## src/rtl/serial_adder_if.sv

```systemverilog
// Operand/result bundle for the bit-serial adder.
// The master drives the request, and the slave (the adder) returns status and result.
interface serial_adder_if #(
    parameter int WIDTH = 8
);
    logic             start;
    logic [WIDTH-1:0] A;
    logic [WIDTH-1:0] B;
    logic             Cin;
    logic             busy;
    logic             done;
    logic [WIDTH-1:0] Sum;
    logic             Cout;
    logic             Ovf;

    modport master (output start, A, B, Cin, input busy, done, Sum, Cout, Ovf);
    modport slave  (input start, A, B, Cin, output busy, done, Sum, Cout, Ovf);
endinterface

```

## src/rtl/serial_adder.sv

```systemverilog
// Bit-serial N-bit adder.
// One full-adder cell plus a carry flop resolves one bit per clock, LSB first.
// Sum, Cout and Ovf are held in result registers that update only on completion.
module serial_adder #(
    parameter int WIDTH = 8
) (
    input  logic           clk,
    input  logic           rst_n,
    serial_adder_if.slave  bus
);
    localparam int CW = $clog2(WIDTH) + 1;
    localparam logic [CW-1:0] LAST   = CW'(WIDTH - 1);
    localparam logic [CW-1:0] MSB_M1 = CW'(WIDTH - 2);

    typedef enum logic [1:0] {IDLE, RUN, DONE} state_t;

    state_t           state_q, state_d;
    logic [WIDTH-1:0] rega_q, rega_d;
    logic [WIDTH-1:0] regb_q, regb_d;
    logic [WIDTH-1:0] psum_q, psum_d;
    logic [WIDTH-1:0] sum_q, sum_d;
    logic [CW-1:0]    cnt_q, cnt_d;
    logic             carry_q, carry_d;
    logic             cmsb_q, cmsb_d;   // carry into the MSB, used for Ovf
    logic             cout_q, cout_d;
    logic             ovf_q, ovf_d;
    logic             busy_q, busy_d;
    logic             done_q, done_d;

    logic s_bit, c_bit, accept;

    // Single full-adder cell working on the current LSBs.
    assign s_bit  = rega_q[0] ^ regb_q[0] ^ carry_q;
    assign c_bit  = (rega_q[0] & regb_q[0]) | (carry_q & (rega_q[0] ^ regb_q[0]));
    // A start is ignored while an addition is in progress; in DONE it chains back-to-back.
    assign accept = bus.start && (state_q != RUN);

    // Next-state, datapath and registered-output logic.
    always_comb begin
        state_d = state_q;
        rega_d  = rega_q;
        regb_d  = regb_q;
        psum_d  = psum_q;
        sum_d   = sum_q;
        cnt_d   = cnt_q;
        carry_d = carry_q;
        cmsb_d  = cmsb_q;
        cout_d  = cout_q;
        ovf_d   = ovf_q;

        case (state_q)
            IDLE: state_d = IDLE;
            RUN: begin
                psum_d  = {s_bit, psum_q[WIDTH-1:1]};
                rega_d  = rega_q >> 1;
                regb_d  = regb_q >> 1;
                carry_d = c_bit;
                cnt_d   = cnt_q + CW'(1);
                if (cnt_q == MSB_M1) cmsb_d = c_bit;
                if (cnt_q == LAST) begin
                    sum_d   = {s_bit, psum_q[WIDTH-1:1]};
                    cout_d  = c_bit;
                    ovf_d   = cmsb_q ^ c_bit;
                    state_d = DONE;
                end
            end
            DONE:    state_d = IDLE;
            default: state_d = IDLE;
        endcase

        if (accept) begin
            rega_d  = bus.A;
            regb_d  = bus.B;
            carry_d = bus.Cin;
            psum_d  = '0;
            cnt_d   = '0;
            cmsb_d  = 1'b0;
            state_d = RUN;
        end

        busy_d = (state_d == RUN);
        done_d = (state_d == DONE);
    end

    // State and datapath registers with synchronous active-low reset.
    always_ff @(posedge clk) begin
        if (!rst_n) begin
            state_q <= IDLE;
            rega_q  <= '0;
            regb_q  <= '0;
            psum_q  <= '0;
            sum_q   <= '0;
            cnt_q   <= '0;
            carry_q <= 1'b0;
            cmsb_q  <= 1'b0;
            cout_q  <= 1'b0;
            ovf_q   <= 1'b0;
            busy_q  <= 1'b0;
            done_q  <= 1'b0;
        end else begin
            state_q <= state_d;
            rega_q  <= rega_d;
            regb_q  <= regb_d;
            psum_q  <= psum_d;
            sum_q   <= sum_d;
            cnt_q   <= cnt_d;
            carry_q <= carry_d;
            cmsb_q  <= cmsb_d;
            cout_q  <= cout_d;
            ovf_q   <= ovf_d;
            busy_q  <= busy_d;
            done_q  <= done_d;
        end
    end

    assign bus.busy = busy_q;
    assign bus.done = done_q;
    assign bus.Sum  = sum_q;
    assign bus.Cout = cout_q;
    assign bus.Ovf  = ovf_q;
endmodule

```

## src/flat_wrapper.sv

```systemverilog
// flat-port wrapper written by rule: the top's interface ports become plain ports
module serial_adder_flat 
#(
    parameter int WIDTH = 8
)
  (clk, rst_n, bus_start, bus_A, bus_B, bus_Cin, bus_busy, bus_done, bus_Sum, bus_Cout, bus_Ovf);
  serial_adder_if #(.WIDTH(WIDTH)) bus_i ();
  input  logic clk;
  input  logic rst_n;
  input wire logic [$bits(bus_i.start)-1:0] bus_start;
  input wire logic [$bits(bus_i.A)-1:0] bus_A;
  input wire logic [$bits(bus_i.B)-1:0] bus_B;
  input wire logic [$bits(bus_i.Cin)-1:0] bus_Cin;
  output wire logic [$bits(bus_i.busy)-1:0] bus_busy;
  output wire logic [$bits(bus_i.done)-1:0] bus_done;
  output wire logic [$bits(bus_i.Sum)-1:0] bus_Sum;
  output wire logic [$bits(bus_i.Cout)-1:0] bus_Cout;
  output wire logic [$bits(bus_i.Ovf)-1:0] bus_Ovf;
  assign bus_i.start = bus_start;
  assign bus_i.A = bus_A;
  assign bus_i.B = bus_B;
  assign bus_i.Cin = bus_Cin;
  assign bus_busy = bus_i.busy;
  assign bus_done = bus_i.done;
  assign bus_Sum = bus_i.Sum;
  assign bus_Cout = bus_i.Cout;
  assign bus_Ovf = bus_i.Ovf;
  serial_adder #(.WIDTH(WIDTH)) u_core (.clk(clk), .rst_n(rst_n), .bus(bus_i));
endmodule
```

## config.mk

```make
export PLATFORM = sky130hd
export DESIGN_NAME = serial_adder_flat
export DESIGN_NICKNAME = d
export VERILOG_FILES = /design/src/rtl/serial_adder_if.sv /design/src/rtl/serial_adder.sv /design/src/flat_wrapper.sv
export SDC_FILE = /design/constraint.sdc
export NUM_CORES = 1
export LEC_CHECK = 0
export CAP_MARGIN = 25
export CELL_PAD_IN_SITES_DETAIL_PLACEMENT = 1
export CELL_PAD_IN_SITES_GLOBAL_PLACEMENT = 1
export CORE_MARGIN = 5
export CORE_UTILIZATION = 38
export CTS_BUF_LIST = sky130_fd_sc_hd__clkbuf_8
export DETAILED_ROUTE_END_ITERATION = 16
export GPL_ROUTABILITY_DRIVEN = 0
export PLACE_DENSITY = 0.75
export SLEW_MARGIN = 15
export SYNTH_ARGS = -nofsm -noshare
export SYNTH_HDL_FRONTEND = slang
export SYNTH_SLANG_ARGS = --single-unit
```

## constraint.sdc

```tcl
create_clock -name clk -period 3.2 [get_ports clk]
set_input_delay 0.48 -clock clk [delete_from_list [all_inputs] [get_ports clk]]
set_output_delay 0.48 -clock clk [all_outputs]
set_load 0.05 [all_outputs]
```

# Word-level counts from Yosys, hierarchy flattened
# Cells that the tools add are included.
dict set report totals {
  wordCells 40
  input_bits 20
  out_inout_bits 12
  ff_bits 44
}
dict set report op_classes {
  n_bitwise 7
  n_addsub 1
  n_reduce_logical 5
  n_eq_ne 6
  n_mux 9
}
# operator n
set ops {}
lappend ops {{8-bit 2-to-1 mux} 4}
lappend ops {{4-bit by 3-bit == test with 1-bit output (second input constant)} 2}
lappend ops {{2-bit 2-to-1 mux} 3}
lappend ops {{4-bit by 1-bit adder with 4-bit output (second input constant)} 1}
lappend ops {{2-bit by 1-bit == test with 1-bit output (second input constant)} 2}
lappend ops {{2-bit AND reduction} 2}
lappend ops {{1-bit bitwise XOR} 3}
lappend ops {{1-bit bitwise AND} 2}
lappend ops {{2-bit == test (second input constant)} 1}
lappend ops {{1-bit 2-to-1 mux} 2}
lappend ops {{2-bit by 1-bit != test with 1-bit output (second input constant)} 1}
lappend ops {{2-bit nonzero test} 1}
lappend ops {{2-bit OR reduction} 1}
lappend ops {{1-bit logical AND} 1}
lappend ops {{1-bit NOT} 1}
lappend ops {{1-bit OR} 1}

# Depth between registers and ports, before layout
# Gate-level depths: netlist of the first run.
dict set report depth {
  word_depth 5
  depth_mapped 5
  mapped_depth_nobuf 4
}

# Worst setup path after synthesis of the first run
# Ideal clock, no wire load.
dict set report synth_timing {
  kind {input port to flip-flop}
  from {in bus_start}
  to {reg u_core.regb_q[2]}
  t_arrival_ns 1.196
  n_path_buf 2
  required_time_ns 3.084
  path_slack_ns 1.888
  stages 5
  setup_ns 0.116
  cell_sequence {buf_4 buf_4 mux2i_1 nand2_1 o211a_1}
}
dict set report synth_via {
  elab_chain_cells 2
  elab_cells_between_ends 3
  cone_classes {mux (1); reduce/logical (2)}
}
# item line
set synth_lines {}
lappend synth_lines {{start: declaration} flat_wrapper.sv:10} ;# input wire logic [$bits(bus_i.start)-1:0] bus_start;
lappend synth_lines {{1-bit logical AND *} serial_adder.sv:36} ;# assign accept = bus.start && (state_q != RUN);
lappend synth_lines {{8-bit 2-to-1 mux or 2-bit nonzero test (tied branches)} -}
lappend synth_lines {{end signal: assignment} serial_adder.sv:103} ;# regb_q <= regb_d;
lappend synth_lines {{end: declaration} serial_adder.sv:19} ;# logic [WIDTH-1:0] regb_q, regb_d;
# Every way passes the cells marked *; elsewhere a longest branch is shown, timed or not.
# A chain may end at the register's enable or synchronous reset.

==> flow_summary.ini, run 1 <==
[cells_and_area]
multi_input_area_um2 = 783.3
nNetsFinal = 217
fill_cells = 497
syn_to_final_growth_pct = 22.74
final_cell_area_um2 = 2127
diodes = 0
utilization_pct = 48.52
drive_above_1_share_pct = 7.692
ff_latch_area_um2 = 860.8

[die]
initial_utilization_pct = 39.53
die_h_um = 77.53
die-area_um2 = 6011
row_count = 24
die_width_um = 77.53
core_area_um2 = 4384
ios = 32

[placement]
io_buffers = 31
placed_area_um2 = 2042
dpl.hpwl_um = 2799

[global_route]
grt_start_max_net_pins = 23
overflow = 0
antenna_found_initial = 0
grt_first_pass_wirelength_um = 6410
grt_pass1_vias = 1384
grtUsageTotal_pct = 13.27

[timing]
finalSetupViolations = 0
fin_crit_ns = 2.056
hold_viol_final = 0
setup_tns_ns = 0
rsz0062_at_grt = no
tightest_slew_ns = 0.8452
max_freq_mhz = 486.5
slew_headroom_pct = 43.28
slew_viol_final = 0
clock_skew_ns = 0.007506
min_period_over_period_pct = 64.24

[power_and_ir_drop]
swShare_pct = 24.86
pwr-share-seq_pct = 56.1
switching_power_uw = 253.0
power_leakage_uw = 0.0009723
max-vdd-ir-drop_uv = 227.1
power_uw = 1018
power_density_nw_per_um2 = 478.4
internal_power_uw = 764.6
p_clk_share_pct = 32.4
p_comb_share_pct = 11.5

[critical_path]
arrival_ns = 2.28
crit_start = rst_n
r2r-start = u_core.state_q[1]
cp.required_ns = 3.42
startpoint_type = input port
reg2reg_depth = 4
worstSetupPathType = in2reg
worstReg2RegEnd = u_core.psum_q[6]
crit_chain = clkdlybuf4s50_1, a21boi_2, a21boi_1
path_max_fanout = 20
cpPeakStageDelay_ns = 0.95
endpoint_kind = flip-flop
worst_path_max_delay_cell = clkdlybuf4s50_1
rrSetupSlack_ns = 1.48

[logic_synthesis]
yosys_warnings = 0
synth_cell_types = 30
yosys.area.top_type_share_pct = 49.68
yosys.area.top_type = dfxtp_1
synth_area_leaders = dfxtp_1 50%, mux2i_1 9.8%, o211a_1 8.7%
synthCells = 167
synth_seq_area_share_pct = 49.68
syn_nets = 190
syn_avg_cell_area_um2 = 10.38
netlist_area_um2 = 1733
synth-seq-cells = 43

[clocking]
htreeDepth = 2
cts_hold_buf = 0
cts.sinks = 43
cts_resized = 0
cts_tree = done
cts.clk_slew.worst_paths_ns = 0.08
clock_latency_ns = 0.30
post-cts-setup-buffer-count = 0
cts_root_buffer = clkbuf_8
numCtsBuffers = 5
clockBufferDepth = 2

[drt]
vias = 1289
routed_wl_um = 3806
wire_per_inst_um = 15.41
drt-initial-drc-count = 26
ant_nets = 0
drc = 0
via_per_inst = 5.219
drtPass1Iterations = 4

[run]
drv_cap = 0

[min_path]
holdPathEnd = u_core.psum_q[3]
hold_class = reg2reg
holdPathStages = 2
min_from = u_core.psum_q[4]

[run_status]
status = finished clean
==> per-layer routing <==
metal	vias to the layer above	track usage [%]	routed length, µm
met3	7	4.398	152
met2	21	23.40	1947
met5	-	0	0
met1	623	14.73	1654
li1	638	-	-
met4	0	4.983	51
==> layout make-up <==
class,instances,area share (%)
clock buffers,5,3.235
flip-flops and latches,43,40.47
repair buffers,33,15.29
well taps,52,3.059
multi-input cells,109,36.82
clock inverters,3,0.7647
inverters,2,0.3529
==> flip-flops by register name, summed over array words and instances (netlist names) <==
name,flops
u_core.carry_q,1
u_core.state_q,2
u_core.bus.Cout,1
u_core.bus.Ovf,1
u_core.rega_q,8
u_core.psum_q,7
u_core.bus.Sum,8
u_core.cnt_q,4
u_core.bus.done,1
u_core.cmsb_q,1
u_core.regb_q,8
u_core.bus.busy,1
==> worst max path at each step <==
stage / to / slack [ns] / depth (start not counted)
floorplan: u_core.regb_q[2] / 1.89 / 5
global placement: u_core.cnt_q[1] / 0.90 / 3
detailed placement: u_core.cnt_q[1] / 0.78 / 3
CTS: u_core.cnt_q[1] / 1.12 / 3
global route: u_core.cnt_q[1] / 0.98 / 3
finish: u_core.bus.busy / 1.14 / 3
==> critical path, delay by kind of cell <==
family                 cells  cell delay [ns]
buffers and inverters      1             0.95
AOI/OAI and AO/OA          2             0.84
==> through the flow <==
step	hold WS [ns]	setup WS (ns)	std cells
after floorplan	0.4366	1.888	167
after global placement	0.4463	0.9030	239
after detailed placement	0.4601	0.7794	239
after CTS	0.4785	1.115	247
after global routing	0.5091	0.9827	247
final	0.4758	1.144	247
==> layout by cell type, fill, tap and decap left out <==
cell,synthesis,layout
dfxtp_1,43,43
a21bo_2,1,1
nand2b_1,1,1
and3_4,1,1
mux2i_1,17,17
or3_1,1,1
and2b_2,1,1
xor2_1,2,2
a22o_1,10,10
o21ai_1,1,1
nor2_1,4,4
a21boi_0,1,1
nand3b_1,1,1
a21oi_1,10,10
o211a_1,15,15
nand3_1,2,2
and3_2,1,1
ha_1,2,2
buf_4,3,2
clkinv_2,0,1
a21boi_2,1,1
inv_1,2,3
nand2_1,32,32
clkinvlp_4,0,1
o21ai_0,1,1
and4bb_4,1,1
clkbuf_8,0,5
a21boi_1,1,1
clkdlybuf4s50_1,0,31
a211oi_1,1,1
fa_1,1,1
==> Yosys cell counts <==
master	instances
xor2_1	2
buf_2	8
buf_4	3
mux2i_1	17
o21ai_1	1
a21bo_2	1
inv_1	2
nand2b_1	1
or3_1	1
a21boi_0	1
and3_4	1
a21boi_1	1
nand3_1	2
nand2_1	32
a211oi_1	1
o211a_1	15
a22o_1	10
nor2_1	4
and3_2	1
fa_1	1
ha_1	2
and2b_2	1
a21oi_1	10
buf_8	1
o21ai_0	1
clkbuf_1	1
a21boi_2	1
dfxtp_1	43
nand3b_1	1
and4bb_4	1
==> logic make-up after synthesis <==
logic type      share of synthesized area [%]
buf+inv                                 5.126
fa+ha+maj                               2.599
xor+xnor                                1.011
flops                                   49.68
simple gates                            12.06
compound gates                          19.71
mux                                     9.819
==> power groups by stage <==
stage                     Clock (µW)  Sequential, µW  Combinational, µW
after CTS                        347             571                118
after global placement             0             582                112
after detailed placement           0             584                118
after global routing             368             573                129
after floorplan                    0             582               76.3
final                            330             571                117
No activity file was read; power rests on OpenSTA's default activity.
==> inputs of run 2 (changes only) <==
CORE_UTILIZATION = 37   (was 38)
PLACE_DENSITY = 0.77   (was 0.75)
clock period = 1.8 ns   (was 3.2 ns; I/O delays follow)
==> flow_summary.ini, run 2 (synthesized netlist as in run 1, its figures left out) <==
[run_status]
status = finished clean

[critical_path]
crit_chain = clkdlybuf4s50_1
worstReg2RegEnd = u_core.bus.Ovf
worst-path-stages = 1
crit_start = u_core.bus.Sum[4]
cpPeakStageDelay_ns = 0.81
reg2reg_depth = 4
rrSetupSlack_ns = 0.51
startpoint_type = flip-flop
path_max_fanout = 2
cp_num_buf_inv = 1
arrival_ns = 1.46
worstSetupPathType = reg2out
endpoint_kind = output pin
r2r-start = u_core.state_q[1]
timing.critical_path.to = bus_Sum[4]
worst_path_max_delay_cell = clkdlybuf4s50_1
cp_top_family = buffers and inverters
cp.required_ns = 1.53

[drt]
via_per_inst = 5.191
vias = 1303
drtPass1Iterations = 4
routed_wl_um = 3911
drt-initial-drc-count = 61
ant_nets = 0
wire_per_inst_um = 15.58
drc = 0

[die]
initial_utilization_pct = 38.99
row_count = 24
core_area_um2 = 4444
die-area_um2 = 6152
die_h_um = 78.44
die_width_um = 78.44
ios = 32

[power_and_ir_drop]
power_leakage_uw = 0.001024
power_uw = 2015
power_density_nw_per_um2 = 921.5
max-vdd-ir-drop_uv = 400.8

[cells_and_area]
syn_to_final_growth_pct = 26.21
drive_above_1_share_pct = 13.07
final_cell_mix = 43 x dfxtp_1, 32 x nand2_1, 25 x clkdlybuf4s50_1
diodes = 0
layout_commonest_cell = dfxtp_1
nNetsFinal = 221

[clocking]
clockBufferDepth = 2
htreeDepth = 2
cts_hold_buf = 0
cts_resized = 0
post-cts-setup-buffer-count = 0
cts_tree = done
cts.clk_slew.worst_paths_ns = 0.08
numCtsBuffers = 5
clock_latency_ns = 0.30
cts_root_buffer = clkbuf_8
cts.sinks = 43

[timing]
finalSetupViolations = 0
slew_headroom_pct = 66.69
slew_viol_final = 0
tightest_slew_ns = 0.4981
rsz0062_at_grt = no
setup_tns_ns = 0
fin_ws_ns = 0.07388
fin_crit_ns = 1.726
min_period_over_period_pct = 95.90
clock_skew_ns = 0.008235
max_freq_mhz = 579.3
hold_viol_final = 0

[global_route]
grtUsageTotal_pct = 14.13
grt_pass1_vias = 1415
antenna_found_initial = 0
grt_start_max_net_pins = 27
overflow = 0
grt_first_pass_wirelength_um = 6741

[run]
drv_cap = 0

[min_path]
holdPathStages = 2
hold_class = reg2reg

[placement]
io_buffers = 31
dpl_worst_slack_ns = 0.2092
dpl.hpwl_um = 2854
==> run 2: cell types whose count changed in the layout (fill, tap and decap cells not counted), sizes merged <==
cell,previous run,this run
clkinvlp,1,0
inv,3,2
buf,2,12
clkdlybuf4s50,31,25
bufinv,0,1
clkbuf,5,6
==> run 2: worst min-delay path by stage <==
stage,endpoint,startpoint,slack (ns)
2_1_floorplan,u_core.rega_q[7],bus_A[7],0.42
3_3_place_gp,u_core.psum_q[1],u_core.psum_q[1],0.45
3_5_place_dp,u_core.bus.Sum[1],u_core.bus.Sum[1],0.46
4_1_cts,u_core.psum_q[4],u_core.psum_q[4],0.48
5_1_grt,u_core.psum_q[3],u_core.psum_q[4],0.50
6_report,u_core.psum_q[3],u_core.psum_q[4],0.48
==> run 2: worst reg2reg max path: stages (launching register included) <==
cell	delay, ns
dfxtp_1	0.34
and4bb_4	0.38
a21boi_2	0.06
buf_4	0.18
a22o_1	0.23
==> run 2: final cells by class <==
class	count	area, µm²
well taps	52	65.06
repair buffers	37	352.8
inverters	2	7.507
clock inverters	2	35.03
fillers	497	2257
clock buffers	6	82.58
multi-input cells	109	783.3
flip-flops and latches	43	860.8
==> run 2: routing by layer <==
metal | wire length [µm] | GRT usage, % | up-vias
li1 | - | - | 643
met1 | 1681 | 16.41 | 629
met2 | 2023 | 23.63 | 23
met3 | 130 | 4.920 | 8
met4 | 76 | 6.119 | 0
met5 | 0 | 0 | -
==> run 2: report_power, final <==
group	internal (µW)	switching, µW
registers	990	24.9
clock network	449	331
logic	113	107
==> run 2: stage by stage <==
stage	instances	instance area (µm²)	hold WS [ns]	utilization [%]
floorplan	167	1733	0.4172	-
global placement	243	2069	0.4464	46.57
detailed placement	243	2069	0.4631	46.57
CTS	251	2187	0.4799	49.21
global route	251	2187	0.5010	49.21
finish	251	2187	0.4770	49.21
==> inputs of run 3 (changes only) <==
CORE_MARGIN = 2   (was 5)
==> flow_summary.ini, run 3 (synthesized netlist as in run 1, its figures left out) <==
[run_status]
status = finished clean

[timing]
slew_viol_final = 0
fin_crit_ns = 1.736
clock_skew_ns = 0.006139
max_freq_mhz = 576.1
hold_viol_final = 0
tightest_slew_ns = 0.5996
finalSetupViolations = 0
slew_headroom_pct = 59.79
rsz0062_at_grt = no
setup_tns_ns = 0
min_period_over_period_pct = 96.44

[power_and_ir_drop]
power_leakage_uw = 0.001011
power_density_nw_per_um2 = 909.2
max-vdd-ir-drop_uv = 397.7

[drt]
drc = 0
routed_wl_um = 3859
wire_per_inst_um = 15.50
drtPass1Iterations = 4
dr_wl_met2_um = 1958
wl_met3_um = 134
drt-initial-drc-count = 46
wl_met1_um = 1709
ant_nets = 0
dr.max_layer_used = met4
via_per_inst = 5.253
vias = 1308

[min_path]
holdPathStages = 2
hold_class = reg2reg

[clocking]
cts_root_buffer = clkbuf_8
cts.clk_slew.worst_paths_ns = 0.08
cts_tree = done
clockBufferDepth = 2
cts_hold_buf = 0
cts.sinks = 43
htreeDepth = 2
post-cts-setup-buffer-count = 0
clock_latency_ns = 0.29
cts_resized = 0
numCtsBuffers = 5

[critical_path]
crit_chain = clkdlybuf4s50_1
worstSetupPathType = reg2out
worst_path_max_delay_cell = clkdlybuf4s50_1
reg2reg_depth = 3
startpoint_type = flip-flop
cp_num_buf_inv = 1
cp_top_family = buffers and inverters
worst-path-stages = 1
path_max_fanout = 2
cpPeakStageDelay_ns = 0.81
endpoint_kind = output pin
cp.required_ns = 1.53
arrival_ns = 1.47

[die]
ios = 32
die_width_um = 72.44
row_count = 24
die_h_um = 72.44
die-area_um2 = 5247
core_area_um2 = 4444
initial_utilization_pct = 38.99

[cells_and_area]
layout_commonest_cell = dfxtp_1
multi_input_area_um2 = 783.3
ff_latch_area_um2 = 860.8
nNetsFinal = 219
final_cell_mix = 43 x dfxtp_1, 32 x nand2_1, 29 x clkdlybuf4s50_1
drive_above_1_share_pct = 10.15
diodes = 0
fill_cells = 498
final_cell_area_um2 = 2195
syn_to_final_growth_pct = 26.64

[run]
drv_cap = 0

[placement]
dpl.hpwl_um = 2777
placed_area_um2 = 2077
io_buffers = 31

[global_route]
grt_pass1_vias = 1352
grtUsageTotal_pct = 15.40
overflow = 0
antenna_found_initial = 0
grt_first_pass_wirelength_um = 6196
grt_start_max_net_pins = 36
-- run 3: final timing paths --
check | to | slack, ns | start
max reg2reg | u_core.bus.Ovf | 0.38 | u_core.cnt_q[0]
max | bus_Ovf | 0.06 | u_core.bus.Ovf
min | u_core.psum_q[1] | 0.46 | u_core.psum_q[1]
min reg2reg | u_core.psum_q[1] | 0.46 | u_core.psum_q[1]
-- run 3: metrics by stage --
step / util (%) / setup WS [ns] / hold slack [ns] / std cells / power, µW
2_1_floorplan: - / 0.5857 / 0.4172 / 167 / 1171
3_3_place_gp: 46.73 / 0.2395 / 0.4478 / 241 / 1244
3_5_place_dp: 46.73 / 0.1367 / 0.4527 / 241 / 1261
4_1_cts: 49.38 / 0.04821 / 0.4643 / 249 / 2029
5_1_grt: 49.38 / 0.01676 / 0.4918 / 249 / 2096
6_report: 49.38 / 0.06405 / 0.4633 / 249 / 1995
-- run 3: area by class of cell --
| cell class | count | share of cell area, % |
|---|---|---|
| Clock inverter | 2 | 1.596 |
| Inverter | 2 | 0.3421 |
| Multi-Input combinational cell | 109 | 35.69 |
| Sequential cell | 43 | 39.22 |
| Tap cell | 52 | 2.965 |
| Timing Repair Buffer | 35 | 16.42 |
| Clock buffer | 6 | 3.763 |
-- run 3: power by group --
group          internal, µW  switching (µW)  total (µW)  leakage, µW
clock                   449             312         761    0.0000612
sequential              990            25.5        1020     0.000351
combinational           113             106         219     0.000599
total                  1550             444        2000      0.00101
-- run 3: per-layer routing --
layer / up-vias / GRT usage (%)
li1: 645 / -
met1: 635 / 17.66
met2: 21 / 27.73
met3: 7 / 3.750
met4: 0 / 5.556
met5: - / 0
